===== src/rtl/conv_psum_gather_if.sv =====
// conv_psum_gather_if: word-in / six-operand-out handshake bundle for the psum gatherer
interface conv_psum_gather_if #(parameter int DW = 32);
  logic in_valid, in_ready, in_last;
  logic signed [DW-1:0] in_data;
  logic signed [DW-1:0] out_data0, out_data1, out_data2, out_data3, out_data4, out_data5;
  logic out_valid, out_ready, out_en;
  modport master (
    output in_valid, in_data, in_last, out_ready,
    input in_ready, out_data0, out_data1, out_data2, out_data3, out_data4, out_data5, out_valid, out_en
  );
  modport slave (
    input in_valid, in_data, in_last, out_ready,
    output in_ready, out_data0, out_data1, out_data2, out_data3, out_data4, out_data5, out_valid, out_en
  );
endinterface


===== src/rtl/conv_psum_gather.sv =====
// conv_psum_gather: double-buffered serial-to-parallel gather of six partial sums for the add cell
module conv_psum_gather #(
  parameter int N_CH = 6,
  parameter int DW = 32
) (
  input  logic clk,
  input  logic rst,
  input  logic clr,
  output logic err,
  conv_psum_gather_if.slave bus
);
  typedef enum logic {FILL, FULL} state_t;
  state_t state, state_nxt;
  logic [2:0] cnt, cnt_nxt;
  logic signed [DW-1:0] gbank [N_CH];
  logic signed [DW-1:0] obank [N_CH];
  logic out_valid, out_free, accept, at_end, load;
  assign bus.in_ready = state == FILL;
  assign bus.out_valid = out_valid;
  assign bus.out_en = out_valid & bus.out_ready;
  assign out_free = !out_valid | bus.out_ready;
  assign accept = bus.in_valid & bus.in_ready & !clr;
  assign at_end = cnt == 3'(N_CH - 1);
  assign load = !clr & out_free & ((state == FULL) | (accept & at_end));
  // next gather state: clr or a completed transfer restarts the group, a stalled last word parks in FULL
  always_comb begin
    state_nxt = state;
    cnt_nxt = cnt;
    if (clr || load) begin
      state_nxt = FILL;
      cnt_nxt = '0;
    end else if (accept) begin
      state_nxt = at_end ? FULL : FILL;
      cnt_nxt = at_end ? cnt : cnt + 3'd1;
    end
  end
  // gather state register
  always_ff @(posedge clk) begin
    if (rst) begin
      state <= FILL;
      cnt <= '0;
    end else begin
      state <= state_nxt;
      cnt <= cnt_nxt;
    end
  end
  // gather bank has no reset: only slots written since the group start are ever forwarded
  always_ff @(posedge clk) begin
    if (accept) gbank[cnt] <= bus.in_data;
  end
  // output bank: the last word bypasses the gather bank when the group closes straight from FILL
  always_ff @(posedge clk) begin
    if (rst) begin
      out_valid <= 1'b0;
      for (int i = 0; i < N_CH; i++) obank[i] <= '0;
    end else if (load) begin
      out_valid <= 1'b1;
      for (int i = 0; i < N_CH; i++) obank[i] <= (i == N_CH - 1 && state == FILL) ? bus.in_data : gbank[i];
    end else if (bus.out_en) begin
      out_valid <= 1'b0;
    end
  end
  // sticky framing error: in_last must coincide exactly with the final channel
  always_ff @(posedge clk) begin
    if (rst) err <= 1'b0;
    else if (accept && (bus.in_last != at_end)) err <= 1'b1;
  end
  assign bus.out_data0 = obank[0];
  assign bus.out_data1 = obank[1];
  assign bus.out_data2 = obank[2];
  assign bus.out_data3 = obank[3];
  assign bus.out_data4 = obank[4];
  assign bus.out_data5 = obank[5];
endmodule


===== src/flat_wrapper.sv =====
// flat-port wrapper written by rule: the top's interface ports become plain ports
module conv_psum_gather_flat 
#(
  parameter int N_CH = 6,
  parameter int DW = 32
)
  (clk, rst, clr, err, bus_in_valid, bus_in_data, bus_in_last, bus_out_ready, bus_in_ready, bus_out_data0, bus_out_data1, bus_out_data2, bus_out_data3, bus_out_data4, bus_out_data5, bus_out_valid, bus_out_en);
  conv_psum_gather_if #(.DW(DW)) bus_i ();
  input  logic clk;
  input  logic rst;
  input  logic clr;
  output logic err;
  input wire logic [$bits(bus_i.in_valid)-1:0] bus_in_valid;
  input wire logic [$bits(bus_i.in_data)-1:0] bus_in_data;
  input wire logic [$bits(bus_i.in_last)-1:0] bus_in_last;
  input wire logic [$bits(bus_i.out_ready)-1:0] bus_out_ready;
  output wire logic [$bits(bus_i.in_ready)-1:0] bus_in_ready;
  output wire logic [$bits(bus_i.out_data0)-1:0] bus_out_data0;
  output wire logic [$bits(bus_i.out_data1)-1:0] bus_out_data1;
  output wire logic [$bits(bus_i.out_data2)-1:0] bus_out_data2;
  output wire logic [$bits(bus_i.out_data3)-1:0] bus_out_data3;
  output wire logic [$bits(bus_i.out_data4)-1:0] bus_out_data4;
  output wire logic [$bits(bus_i.out_data5)-1:0] bus_out_data5;
  output wire logic [$bits(bus_i.out_valid)-1:0] bus_out_valid;
  output wire logic [$bits(bus_i.out_en)-1:0] bus_out_en;
  assign bus_i.in_valid = bus_in_valid;
  assign bus_i.in_data = bus_in_data;
  assign bus_i.in_last = bus_in_last;
  assign bus_i.out_ready = bus_out_ready;
  assign bus_in_ready = bus_i.in_ready;
  assign bus_out_data0 = bus_i.out_data0;
  assign bus_out_data1 = bus_i.out_data1;
  assign bus_out_data2 = bus_i.out_data2;
  assign bus_out_data3 = bus_i.out_data3;
  assign bus_out_data4 = bus_i.out_data4;
  assign bus_out_data5 = bus_i.out_data5;
  assign bus_out_valid = bus_i.out_valid;
  assign bus_out_en = bus_i.out_en;
  conv_psum_gather #(.N_CH(N_CH), .DW(DW)) u_core (.clk(clk), .rst(rst), .clr(clr), .err(err), .bus(bus_i));
endmodule

===== config.mk =====
export PLATFORM = sky130hd
export DESIGN_NAME = conv_psum_gather_flat
export DESIGN_NICKNAME = d
export VERILOG_FILES = /design/src/rtl/conv_psum_gather_if.sv /design/src/rtl/conv_psum_gather.sv /design/src/flat_wrapper.sv
export SDC_FILE = /design/constraint.sdc
export NUM_CORES = 1
export LEC_CHECK = 0
export CAP_MARGIN = 20
export CORE_UTILIZATION = 55
export DETAILED_ROUTE_END_ITERATION = 10
export HOLD_SLACK_MARGIN = 0.15
export PLACE_DENSITY = 0.83
export SYNTH_ARGS = -nofsm -noshare
export SYNTH_HDL_FRONTEND = slang
export SYNTH_SLANG_ARGS = --single-unit

===== constraint.sdc =====
create_clock -name clk -period 15.79 [get_ports clk]
set_input_delay 3.9475 -clock clk [delete_from_list [all_inputs] [get_ports clk]]
set_output_delay 3.9475 -clock clk [all_outputs]
set_load 0.05 [all_outputs]

* Word level (Yosys, flattened, before mapping) *
Memory sizes are Yosys's and may differ from the RTL's.
Index checks and enable logic that the tools add are counted.

cells by class
  $add $sub $neg = 1
  equal/unequal tests = 2
  multiplexer cells = 17
  bitwise gates (word level) = 16
  reduce and logical (&&, ||, !) cells = 7

operators by type and width
  kind                                          count
  2-to-1 mux 32 bit                             7
  2-to-1 mux 1 bit                              10
  OR 1 bit                                      8
  AND 1 bit                                     6
  adder 3 x 1 -> 3 bit (second input constant)  1
  == test 3 bit (second input constant)         1
  logical NOT 1 bit                             2
  inverter 1 bit                                2
  AND reduction 2 bit                           1
  nonzero test 2 bit                            1
  OR reduction 2 bit                            1
  logical AND 1 bit                             1
  logical OR 1 bit                              1
  inequality test 1 bit                         1

word-level totals
  bits in registers = 6
  bits in writable memories = 384
  output and inout port bits = 196
  memories kept = 2

memory list
  name          depth  bits a word  rd ports  clocked after Yosys merged registers in  wr ports  RTL line                RTL
  u_core.gbank  6      32           6         0                                        1         conv_psum_gather.sv:15  logic signed [DW-1:0] gbank [N_CH];
  u_core.obank  6      32           6         0                                        6         conv_psum_gather.sv:16  logic signed [DW-1:0] obank [N_CH];

* Logic depth before layout (Yosys ltp) *
  word-level depth = 10
  mapped depth = 7
  depth with buffers taken out = 5

* Least setup slack after synthesis *
OpenSTA, ideal clock, no wires.

  path type = input-to-reg
  start point = input port clr
  end point = memory u_core.obank[0][0] (enable)
  setup time = 553 ps
  data arrival time = 8343 ps
  required time = 15237 ps
  setup slack = 6895 ps
  cell stages on the path = 3
  buffers on the path = 0
  cell sequence = and4b_1 o21a_1 a21o_1

RTL lines
  item                RTL line                RTL
  start: declaration  flat_wrapper.sv:11      input logic clr;
  end: declaration    conv_psum_gather.sv:16

* Worst setup path in the final report *
  start point = input port bus_out_ready
  end point = output port bus_out_en

between the ends
  cells in the longest elaborated chain, start to end = 1

ends and longest elaborated chain
  item                RTL line                RTL
  start: declaration  flat_wrapper.sv:16      input wire logic [$bits(bus_i.out_ready)-1:0] bus_out_ready;
  AND 1 bit           conv_psum_gather.sv:20  assign bus.out_en = out_valid & bus.out_ready;
  end: declaration    flat_wrapper.sv:25      output wire logic [$bits(bus_i.out_en)-1:0] bus_out_en;

Every way passes these cells.

==> results.md <==
- IO Port Bufs: 233
- Worst reg2reg startpoint: u_core.cnt[0]
- Num CTS Buffers: 37
- Status: complete, no violations
- Count leader, synth: edfxtp_1
- Slowest CP cell: clkdlybuf4s50_1
- Clk_lat worst skew: 0.51 ns
- Initial Util: 0.569
- Syn-to-layout area delta: 29.5%
- Ys async rst share: 0
- DR top layer: met4
- Hold slack final: 0.451 ns
- Synthesized area per cell: 19.8 sq um
- Antenna-violating nets left: 0
- Routed WL: 25.7 mm
- Setup TNS: 0 ns
- Peak VDD IR: 0.0923 mV
- Final net count: 982
- Wirelength per Cell: 19.9 um
- Floorplan row count: 56
- Share of cells above drive strength 1: 0.0835
- CP Launch Type: input port
- Yosys top cell by area: edfxtp_1
- Synthesized area: 0.0135 sq mm
- Largest net degree at the start of global routing: 97
- Fin. Hold Viols: 0
- Leak: 6.02 nW
- Min Tclk post-route: 9.43 ns
- Library cells used by synthesis: 31
- RSZ-0062 raised after global routing: no
- Synth Instances: 683
- Leading cell types by count after synthesis: edfxtp_1, and2_1, nor2_1
- Most used cell, CP: clkdlybuf4s50_1
- CP required: 11.84 ns
- H-tree depth: 2
- DR WL met3: 1.62 mm
- CP max stage delay: 0.84 ns
- Worst Skew: 0.0117 ns
- Root Driver: clkbuf_16
- GP Congestion: 0.728
- Pwr/cell area: 125 mW/mm^2
- Slew HR: 0.302
- Flops & latches, synth: 390
- First-pass GRT wire length: 39.0 mm
- Crit path cell chain: clkdlybuf4s50_1 -> and2_1 -> clkdlybuf4s50_1
- Fmax: 0.106 GHz
- CP endpoint kind: output pin
- DP HPWL: 15.5 mm
- Number of global-route vias before repair: 6,695
- Worst Path Arrival: 5.49 ns
- Die extent in x: 159 um
- Die height: 159 um
- Synth top area cells: edfxtp_1, and2_1, mux2i_1, nor2_1, dfxtp_1
- Clk slew on worst S/H paths: 0.06 ns
- Hold Crit Class: reg2reg
- Met2 wire length: 13.3 mm
- Area share of the largest cell type after synthesis: 0.854
- Clock Sink Count: 390
- Die area: 0.0252 sq mm
- Routed vias/inst: 5.10
- MaxCap Viol Count: 0
- ANT cells: 0
- Vias: 6,574
- WHS Path Cells: 2
- Cts repair resizes: 0
- Main synth FF type: edfxtp_1
- CP Max Fanout: 2
- Hold path startpoint: u_core.err
- Antenna violations before repair: 0
- Post-synthesis sequential area ratio: 0.863
- Synth warn: 0
- Syn Nets: 723
- Ports: 234
- Fin crit share: 0.598
- Initial drt markers: 403
- Post-CTS Hold Fix Bufs: 0
- Overall Global Routing Usage: 0.206
- Clk buf depth: 3
- CTS tree: built
- Drt drc: 0
- Number of synthesized flops with an enable pin: 384
- Max-slew violations: 0
- Reg2reg path depth: 5
- Core region area: 0.0238 sq mm
- WL met1: 10.2 mm
- CP Class: in2out
- # Post-CTS Setup Buffers: 0
- Grt total ovfl: 0
- Actual slew at the worst max-slew pin: 1.05 ns
- Final setup viols: 0
- Start point of the critical path: bus_out_ready
- DRT Pass-1 Iters: 4
per-layer routing:
metal / GRT usage / vias to the layer above
met5: 0 / -
met4: 0.0666 / 0
met3: 0.0423 / 41
met2: 0.353 / 232
met1: 0.265 / 3247
li1: - / 3054
cell usage in the layout, fill, tap and decap left out, types with 4 or more instances in the layout:
cell type,n
a21oi_1,4
clkinv_1,9
clkdlybuf4s50_1,233
and2_1,162
clkbuf_16,39
dfxtp_1,5
nor2_1,35
inv_1,4
clkinv_2,7
buf_4,13
bufinv_16,5
edfxtp_1,384
mux2i_1,32
flip-flops by register name, summed over array words and instances, names as in the netlist:
| register | cells |
|---|---|
| u_core.bus.out_valid | 1 |
| u_core.gbank | 192 |
| u_core.err | 1 |
| u_core.cnt | 3 |
| u_core.obank | 192 |
| u_core.state | 1 |
kinds of logic (layout without fill, tap and decap cells):
logic type                 Yosys count  after routing  share of synthesized area
AOI/OAI and AO/OA                   15             15                    0.00815
adders and majority gates            2              2                    0.00185
buffers and inverters               30            317                     0.0104
DFF                                390            390                      0.863
muxes                               32             32                     0.0237
and+or+nand+nor                    214            214                     0.0934
worst paths after layout:
check	endpoint	slack, ns
min reg2reg	u_core.err	0.45
max	bus_out_en	6.36
max reg2reg	u_core.obank[0][75]	12.53
min	u_core.err	0.45
final cells by class:
type | instances | area [sq um]
clock buffer | 41 | 983
inverter | 4 | 15.0
timing repair buffer | 246 | 2430
clock inverter | 26 | 259
tap | 319 | 399
fill | 1366 | 6260
multi-input combinational | 263 | 1760
sequential | 390 | 11700
power by group:
part           switching, mW  total, mW  leakage (nW)  internal [mW]
Combinational         0.0945      0.134          1.65         0.0395
Clock                  0.357      0.889         0.604          0.532
Sequential           0.00731       1.17          3.77           1.16
through the flow:
step | setup slack (ns) | cell area (sq um) | std cells | total power [mW] | utilization
2_1_floorplan | 6.89 | 13500 | 683 | 1.27 | -
6_report | 6.36 | 17500 | 1289 | 2.19 | 0.737
4_1_cts | 6.35 | 17500 | 1289 | 2.20 | 0.737
3_5_place_dp | 6.35 | 16300 | 1222 | 1.32 | 0.684
5_1_grt | 6.34 | 17500 | 1289 | 2.25 | 0.737
3_3_place_gp | 6.33 | 16300 | 1222 | 1.32 | 0.684
worst max-delay path, delay by kind of cell:
kind	cells	cell delay, ns
buffers and inverters	2	1.38
AND/OR/NAND/NOR	1	0.15
No activity file was read; power rests on OpenSTA's default activity.
